--- src/rtl/array_mult_dot_accumulator.sv ---
// Dot-product accumulator around an external 4x4 array multiplier: operand pairs
// are registered onto mul_a/mul_b, products summed over LEN terms, result handed off.
module array_mult_dot_accumulator #(
  parameter int LEN   = 4,
  parameter int ACC_W = 12
) (
  input  logic             clk,
  input  logic             rst,
  input  logic             in_valid,
  output logic             in_ready,
  input  logic [3:0]       in_a,
  input  logic [3:0]       in_b,
  input  logic             flush,
  output logic [3:0]       mul_a,
  output logic [3:0]       mul_b,
  input  logic [7:0]       mul_p,
  output logic             out_valid,
  input  logic             out_ready,
  output logic [ACC_W-1:0] result,
  output logic [3:0]       count,
  output logic             ovf
);

  typedef enum logic [1:0] {
    ACC  = 2'd0,
    MUL  = 2'd1,
    DONE = 2'd2
  } state_t;

  localparam logic [3:0] LAST_IDX = 4'(LEN - 1);

  state_t           state_reg, state_next;
  logic [ACC_W-1:0] acc_reg, acc_next;
  logic [3:0]       cnt_reg, cnt_next;
  logic             last_reg, last_next;
  logic             ovf_acc_reg, ovf_acc_next;
  logic [3:0]       mul_a_reg, mul_a_next;
  logic [3:0]       mul_b_reg, mul_b_next;
  logic [ACC_W-1:0] result_reg, result_next;
  logic [3:0]       count_reg, count_next;
  logic             ovf_reg, ovf_next;
  logic [ACC_W:0]   sum;

  always_ff @(posedge clk or posedge rst) begin
    if (rst) begin
      state_reg   <= ACC;
      acc_reg     <= '0;
      cnt_reg     <= '0;
      last_reg    <= 1'b0;
      ovf_acc_reg <= 1'b0;
      mul_a_reg   <= '0;
      mul_b_reg   <= '0;
      result_reg  <= '0;
      count_reg   <= '0;
      ovf_reg     <= 1'b0;
    end else begin
      state_reg   <= state_next;
      acc_reg     <= acc_next;
      cnt_reg     <= cnt_next;
      last_reg    <= last_next;
      ovf_acc_reg <= ovf_acc_next;
      mul_a_reg   <= mul_a_next;
      mul_b_reg   <= mul_b_next;
      result_reg  <= result_next;
      count_reg   <= count_next;
      ovf_reg     <= ovf_next;
    end
  end

  always_comb begin
    state_next   = state_reg;
    acc_next     = acc_reg;
    cnt_next     = cnt_reg;
    last_next    = last_reg;
    ovf_acc_next = ovf_acc_reg;
    mul_a_next   = mul_a_reg;
    mul_b_next   = mul_b_reg;
    result_next  = result_reg;
    count_next   = count_reg;
    ovf_next     = ovf_reg;
    // One extra bit so the carry out of the accumulator is visible.
    sum          = {1'b0, acc_reg} + {{(ACC_W + 1 - 8){1'b0}}, mul_p};

    case (state_reg)
      ACC: begin
        if (in_valid) begin
          mul_a_next = in_a;
          mul_b_next = in_b;
          last_next  = flush | (cnt_reg == LAST_IDX);
          state_next = MUL;
        end else if (flush && (cnt_reg != 4'd0)) begin
          result_next = acc_reg;
          count_next  = cnt_reg;
          ovf_next    = ovf_acc_reg;
          state_next  = DONE;
        end
      end
      MUL: begin
        acc_next     = sum[ACC_W-1:0];
        cnt_next     = cnt_reg + 4'd1;
        ovf_acc_next = ovf_acc_reg | sum[ACC_W];
        if (last_reg) begin
          result_next = sum[ACC_W-1:0];
          count_next  = cnt_reg + 4'd1;
          ovf_next    = ovf_acc_reg | sum[ACC_W];
          state_next  = DONE;
        end else begin
          state_next = ACC;
        end
      end
      DONE: begin
        if (out_ready) begin
          acc_next     = '0;
          cnt_next     = '0;
          ovf_acc_next = 1'b0;
          state_next   = ACC;
        end
      end
      default: state_next = ACC;
    endcase
  end

  assign in_ready  = (state_reg == ACC);
  assign out_valid = (state_reg == DONE);
  assign mul_a     = mul_a_reg;
  assign mul_b     = mul_b_reg;
  assign result    = result_reg;
  assign count     = count_reg;
  assign ovf       = ovf_reg;

endmodule

--- config.mk ---
export PLATFORM = sky130hd
export DESIGN_NAME = array_mult_dot_accumulator
export DESIGN_NICKNAME = d
export VERILOG_FILES = /design/src/rtl/array_mult_dot_accumulator.sv
export SDC_FILE = /design/constraint.sdc
export NUM_CORES = 1
export LEC_CHECK = 0
export BUFFER_PORTS_ARGS = -buffer_cell sky130_fd_sc_hd__buf_2
export CORE_AREA = 2 2 66 74
export CTS_BUF_LIST = sky130_fd_sc_hd__clkbuf_4
export DETAILED_ROUTE_END_ITERATION = 8
export DIE_AREA = 0 0 68 76
export GPL_ROUTABILITY_DRIVEN = 1
export MAX_ROUTING_LAYER = met4
export PLACE_DENSITY = 0.87
export SLEW_MARGIN = 20
export SYNTH_ARGS = -nofsm -noshare
export SYNTH_HDL_FRONTEND = slang
export SYNTH_SLANG_ARGS = --single-unit
--- constraint.sdc ---
create_clock -name clk -period 2.7 [get_ports clk]
set_input_delay 0.405 -clock clk [delete_from_list [all_inputs] [get_ports clk]]
set_output_delay 0.405 -clock clk [all_outputs]
set_load 0.005 [all_outputs]
Yosys cells after proc, flatten, opt, wreduce, memory -nomap -nowiden --
Cells that the tools add are included.
Word-level totals: flip-flop bits (word level) 45, input bits 21, output and inout bits 27, word-level logic and storage cells 54
Operators by class: add/subtract/negate cells 2, equal/unequal tests 8, multiplexer cells 23, bitwise gates (word level) 2, reductions and logical operators 9
Operators by type and width (count):
- $mux W12 | 4
- $pmux W12 S2 | 2
- $mux W4 | 4
- $pmux W4 S2 | 2
- $add A12 B8 Y13 | 1
- $mux W2 | 4
- $pmux W2 S3 | 1
- $reduce_and A2 Y1 | 3
- $add A4 B1 Y4 const B | 1
- $eq A4 B2 Y1 const B | 1
- $mux W1 | 4
- $ne A2 B1 Y1 const B | 2
- $ne A2 B2 Y1 const B | 2
- $pmux W1 S2 | 2
- $reduce_and A4 Y1 | 1
- $reduce_bool A2 Y1 | 2
- $reduce_bool A4 Y1 | 1
- $ne A3 B2 Y1 const B | 1
- $eq A2 B1 Y1 const B | 1
- $eq A2 B2 Y1 const B | 1
- $logic_not A2 Y1 | 1
- $or A1 B1 Y1 | 2
- $logic_and A1 B1 Y1 | 1

Logic depth before layout (Yosys ltp) --
Gate-level depths: netlist of the first run.
word-level depth 5, mapped depth 8, mapped depth without buffers 7

Least setup slack after synthesis of the first run --
OpenSTA, ideal clock, no wires.
path type input to register, start point input port mul_p[0], end point register ovf_reg (netlist: ovf), setup time 0.127 ns, arrival 1.955 ns, setup slack 0.618 ns, stages on the path 7, buffers on the path 0, cell sequence ha_1 fa_1 a21o_1 a221oi_2 o21ai_1 a41oi_1 a21oi_1
Between the ends: word-level cells in the longest chain between the ends 4
Ends and longest elaborated chain:
- from (decl) | RTL line 16 | input logic [7:0] mul_p,
- $add A12 B8 Y13 | RTL line 82 | sum = {1'b0, acc_reg} + {{(ACC_W + 1 - 8){1'b0}}, mul_p};
- $or A1 B1 Y1 | RTL line 105 | ovf_next = ovf_acc_reg | sum[ACC_W];
- $mux W1 | RTL line 102 | if (last_reg) begin
- $pmux W1 S2 | RTL line 84 | case (state_reg)
- to (signal assigned) | RTL line 66 | ovf_reg <= ovf_next;
- to (decl) | RTL line 41 | logic ovf_reg, ovf_next;
No other way between the ends. The select of a mux whose other input is x is not followed. A chain may end at the register's enable or synchronous reset.

Worst setup path after layout of the first run --
start point register acc_reg[0], end point register result_reg[8] (netlist: result[8])
Between the ends: word-level cells in the longest chain between the ends 3
Ends and longest elaborated chain:
- from (decl) | RTL line 33 | logic [ACC_W-1:0] acc_reg, acc_next;
- from (signal assigned) | RTL line 58 | acc_reg <= acc_next;
- $add A12 B8 Y13 | RTL line 82
- $mux W12 | RTL line 102
- $pmux W12 S2 | RTL line 84
- to (signal assigned) | RTL line 64 | result_reg <= result_next;
- to (decl) | RTL line 39 | logic [ACC_W-1:0] result_reg, result_next;
No other way between the ends. The select of a mux whose other input is x is not followed.

==> impl_metrics.csv, run 1 <==
group,metric,value,unit
outcome,status,"finished clean",
flow_run,drv_cap,0,
global_route,grt_overflow,0,
global_route,grt_pass1_vias,1995,
sta,min_period_over_period,85.09,%
sta,rsz0062_at_grt,"no",
drt,route.detailed.wl_per_inst,14.88,microns
finish,n_antenna_cell,0,
synthesis,ys.flop_type,"dfrtp_1",
floorplan,die-area,5168,sq um
drt,drc,0,
synthesis,synthCells,253,
synthesis,yosys.area.top_type,"dfrtp_1",
power_and_ir_drop,cellPowerDensity,1089,nW/um^2
global_route,grt_max_degree,21,
synthesis,synthTopCellsByArea,"dfrtp_1, a21oi_1, nand2_1",
clock_network,clk_pin_slew_worst_paths,0.14,ns
synthesis,syn_area,2416,sq um
setup_path,critPathLaunchType,"flop",
floorplan,row_count,26,
clock_network,cts_sinks,45,
synthesis,yosys_warnings,0,
clock_network,cts_buffer_depth,2,
place,port_buffers,47,
clock_network,cts-root-buf,"clkbuf_4",
drt,antenna_left,0,
setup_path,worstSetupPathType,"reg2reg",
floorplan,start_util,53.82,%
sta,max_freq,435.3,MHz
synthesis,ys_ff_latch,45,
place,post-place-ws,0.3255,ns
clock_network,cts_tree,"built",
floorplan,die_w,68,microns
synthesis,synthDistinctLibCells,48,
global_route,antenna_found_initial,0,
sta,worst_slew_pin_slew,0.8074,ns
synthesis,yosysSeqAreaShare,46.61,%
finish,area_growth,14.81,%
synthesis,synth_enable_flop_cells,0,
setup_path,critPathCaptureType,"flop",
drt,wirelength,5356,microns
setup_path,required,2.96,ns
floorplan,die_y,76,microns
drt,via_count,2073,
sta,max_slew_margin,46.17,%
floorplan,core-area,4489,sq um
drt,first_iter_violations,115,
synthesis,synth_most_common_cell,"dfrtp_1",
drt,via_per_inst,5.758,
setup_path,cp.arrival,2.55,ns
sta,finalCriticalPeriod,2.297,ns
finish,final.fill_count,387,
setup_path,crit_path_max_fanout,4,
setup_path,critPathMaxStageDelay,0.43,ns
drt,firstDrtPassIters,4,
synthesis,syn_avg_cell_area,9.550,sq um
power_and_ir_drop,cellLeakagePower,1.339,nW
synthesis,syn_nets,285,
place,hpwl,4046,microns
synthesis,synth_top_area_share,46.61,%
clock_network,numCtsBuffers,5,
synthesis,ys_top_cells_by_count,"dfrtp_1, nand2_1, a21oi_1",
sta,clock_skew,0.01170,ns
power_and_ir_drop,ir_drop,0.6684,mV
clock_network,htree_levels,2,
setup_path,cp_cell_sequence,"ha_1, fa_1, a21o_1, a221oi_2, o22a_1, xor2_1, o21ai_0",
global_route,grt_pass1_wl,9142,microns
floorplan,ios,48,
sta,final.setup.tns,0,ns
sta,fin_ws,0.4027,ns
sta,hold_violations,0,
finish,drive_gt1_share,25.66,%
setup_path,crit_buf_inv,0,
setup_path,cpLargestDelayFamily,"compound AO/OA/AOI/OAI gates",
sta,setup_viol,0,
setup_path,cp_slowest_cell,"dfrtp_1",
clock_network,postCtsHoldBufs,0,
worst_hold_path,hold_path_class,"in2async",
clock_network,clk_latency,0.36,ns
synthesis,synthArstFlopShare,100.0,%
global_route,grt_use_total,23.52,%
place,gp_congestion,0.9698,
sta,drv_slew,0,
clock_network,post_cts_buffers,0,
finish,nNetsFinal,335,
clock_network,cts_resized,0,
## through the flow
stage / cell area [sq um] / total power [mW] / util, % / cells / hold WS [ns]
3_3_place_gp: 2719 / 2.634 / 60.56 / 352 / 0.4551
3_5_place_dp: 2719 / 2.702 / 60.56 / 352 / 0.4599
5_1_grt: 2774 / 3.280 / 61.79 / 360 / 0.05194
6_report: 2774 / 3.022 / 61.79 / 360 / 0.03338
4_1_cts: 2774 / 3.022 / 61.79 / 360 / 0.05997
2_1_floorplan: 2416 / 2.250 / - / 253 / 0.4723
## per-layer routing
metal  part of all wire, %  global-route usage (%)
met1                    45                   30.19
met2                    50                   36.89
met3                   4.4                   5.761
met4                   1.3                   6.600
met5                     0                       -
## cell usage in the layout, fill, tap and decap left out, types with 3 or more instances in the layout
cell type / n
a21o_1: 5
a21oi_1: 29
a31oi_1: 7
and3_1: 4
buf_2: 47
buf_4: 10
clkbuf_4: 5
dfrtp_1: 45
ha_1: 10
inv_1: 3
mux2_2: 8
nand2_1: 36
nand3_1: 7
nor2_1: 23
nor3_1: 4
o21ai_0: 10
o21ai_1: 3
o22ai_1: 3
or3_1: 3
xnor2_1: 6
xor2_1: 3
## layout make-up
class / instances / area (sq um) / share of cell area (%)
multi-input combinational: 190 / 1197 / 43.17
sequential: 45 / 1126 / 40.60
timing repair buffer: 57 / 310.3 / 11.19
tap: 56 / 70.07 / 2.526
clock buffer: 5 / 37.54 / 1.353
clock inverter: 3 / 17.52 / 0.6315
inverter: 4 / 15.01 / 0.5413
## cell families (layout without fill, tap and decap cells)
family	after synthesis	in the layout	share of synthesized area (%)
AO/OA/AOI/OAI	73	73	19.27
XOR/XNOR	9	9	3.263
adder cells (fa/ha/maj)	11	11	6.007
buffers and inverters	18	69	3.832
flip-flops	45	45	46.61
multiplexers	9	9	4.143
AND/OR/NAND/NOR	88	88	16.88
## path summary, 6_finish.rpt
check | from | to | slack [ns] | cells past startpoint
setup / recovery | acc_reg[0] | result[8] | 0.40 | 7
hold / removal | rst | result[10] | 0.03 | 2
setup reg to reg | acc_reg[0] | result[8] | 0.40 | 7
hold reg to reg | result[8] | result[8] | 0.49 | 2
max in group asynchronous | rst | cnt_reg[0] | 2.09 | 3
min in group clk | out_ready | state_reg[1] | 0.24 | 2
## report_power, final
part	total (mW)	switching, mW	internal, mW
combinational	1.49	0.812	0.682
clock	0.324	0.225	0.0985
sequential	1.20	0.244	0.960
No activity file was read; power rests on OpenSTA's default activity.
==> run 2: changes to the inputs <==
Settings changed: BUFFER_PORTS_ARGS -buffer_cell sky130_fd_sc_hd__buf_2 to not set, CELL_PAD_IN_SITES_DETAIL_PLACEMENT set to 1, CELL_PAD_IN_SITES_GLOBAL_PLACEMENT set to 1, CORE_AREA 2 2 66 74 to 2 2 70 78, DIE_AREA 0 0 68 76 to 0 0 72 80, DONT_BUFFER_PORTS set to 1, PLACE_DENSITY 0.87 to 0.88.
==> run 2 against run 1 <==
Compared with the run above: die area is 11% higher; setup slack worse by 0.035 ns; clock skew is 0.0022 ns higher; global-route usage is 0.24 points lower.
==> impl_metrics.csv, run 2 (synthesized netlist as in run 1, its figures left out) <==
group,metric,value,unit
outcome,status,"finished clean",
global_route,grt_overflow,0,
sta,rsz0062_at_grt,"no",
sta,final.setup.tns,0,ns
finish,final.fill_count,572,
clock_network,clk_latency,0.38,ns
finish,nNetsFinal,283,
sta,setup_viol,0,
sta,hold_violations,0,
drt,wirelength,5875,microns
floorplan,die_w,72,microns
drt,route.detailed.wl_per_inst,18.95,microns
setup_path,critPathLaunchType,"flop",
global_route,grt_max_degree,46,
sta,clock_skew,0.01394,ns
finish,final_cell_mix,"dfrtp_1, nand2_1, a21oi_1",
sta,min_period_over_period,86.37,%
drt,wl_met1,2644,microns
place,port_buffers,0,
global_route,grt_use_total,23.29,%
finish,layout_commonest_cell,"dfrtp_1",
sta,finalCriticalPeriod,2.332,ns
setup_path,cp.arrival,2.57,ns
place,hpwl,4229,microns
clock_network,cts_resized,0,
floorplan,die_y,80,microns
floorplan,die-area,5760,sq um
worst_hold_path,hold_path_class,"in2reg",
clock_network,cts_sinks,45,
clock_network,clk_pin_slew_worst_paths,0.15,ns
setup_path,critPathCaptureType,"flop",
clock_network,cts_buffer_depth,2,
floorplan,start_util,48.65,%
clock_network,cts-root-buf,"clkbuf_4",
finish,drive_gt1_share,10.71,%
clock_network,cts_tree,"built",
clock_network,post_cts_buffers,0,
finish,area_growth,3.780,%
drt,drc,0,
drt,wl_met3,259,microns
setup_path,crit_path_max_fanout,4,
global_route,grt_pass1_wl,10070,microns
sta,max_slew_margin,36.75,%
place,gp_congestion,0.8114,
power_and_ir_drop,ir_drop,0.4960,mV
floorplan,ios,48,
global_route,grt_pass1_vias,1975,
global_route,antenna_found_initial,0,
sta,max_freq,428.8,MHz
flow_run,drv_cap,0,
finish,n_antenna_cell,0,
sta,drv_slew,0,
drt,via_count,1908,
floorplan,row_count,27,
clock_network,numCtsBuffers,5,
clock_network,htree_levels,2,
drt,antenna_left,0,
setup_path,required,2.94,ns
floorplan,core-area,4966,sq um
power_and_ir_drop,cellPowerDensity,1149,nW/um^2
drt,via_per_inst,6.155,
drt,firstDrtPassIters,4,
setup_path,worstSetupPathType,"reg2reg",
drt,topRoutingLayerUsed,"met4",
place,post-place-ws,0.4349,ns
sta,fin_ws,0.3680,ns
drt,first_iter_violations,103,
drt,route.met2.wl,2869,microns
power_and_ir_drop,cellLeakagePower,1.124,nW
clock_network,postCtsHoldBufs,0,
sta,worst_slew_pin_slew,0.9474,ns
-- run 2: cell types whose count changed in the layout (fill, tap and decap cells not counted), sizes merged --
| cell | delta |
|---|---|
| buf | -52 |
| inv | +2 |
| clkinv | -2 |
-- run 2: layout make-up --
| cell class | count | area [sq um] | share of cell area, % |
|---|---|---|---|
| repair buffers | 5 | 37.54 | 1.497 |
| clock inverters | 3 | 21.27 | 0.8483 |
| clock buffers | 5 | 37.54 | 1.497 |
| multi-input cells | 190 | 1197 | 47.75 |
| inverters | 4 | 15.01 | 0.5988 |
| well taps | 58 | 72.57 | 2.894 |
| flip-flops and latches | 45 | 1126 | 44.91 |
-- run 2: path summary, 6_finish.rpt --
path                       startpoint            to  slack [ns]  cells after the start
setup / recovery           acc_reg[0]           ovf        0.37                      7
hold / removal              out_ready  state_reg[1]        0.08                      1
setup reg to reg           acc_reg[0]           ovf        0.37                      7
hold reg to reg              count[3]      count[3]        0.52                      2
max in group asynchronous         rst     result[6]        2.01                      1
min in group asynchronous         rst      last_reg        0.10                      1
-- run 2: metal layers --
metal | global-route usage, % | vias to the layer above
met2 | 35.09 | 39
met4 | 8.113 | 0
met1 | 30.71 | 955
met3 | 5.808 | 11
met5 | - | -
li1 | - | 903
-- run 2: metrics by stage --
step                      power (mW)  utilization, %  instances  hold slack (ns)  cell area, sq um
after floorplan                2.250               -        253           0.4723              2416
after global placement         2.479           49.31        302           0.4933              2449
after detailed placement       2.558           49.31        302           0.4959              2449
after CTS                      2.910           50.49        310          0.07691              2507
after global routing           3.147           50.49        310          0.06285              2507
final                          2.882           50.49        310          0.08472              2507
-- run 2: critical path, stage by stage, from the launching register on --
cell and delay, ns:
dfrtp_1 0.44, ha_1 0.22, fa_1 0.41, a21o_1 0.20, a221oi_2 0.38, o21ai_1 0.16
a41oi_1 0.29, a21oi_1 0.10
-- run 2: report_power, final --
part	switching, mW	internal, mW	total [mW]
combinational	0.729	0.536	1.27
sequential	0.314	0.961	1.28
clock	0.238	0.103	0.341
total	1.28	1.60	2.88
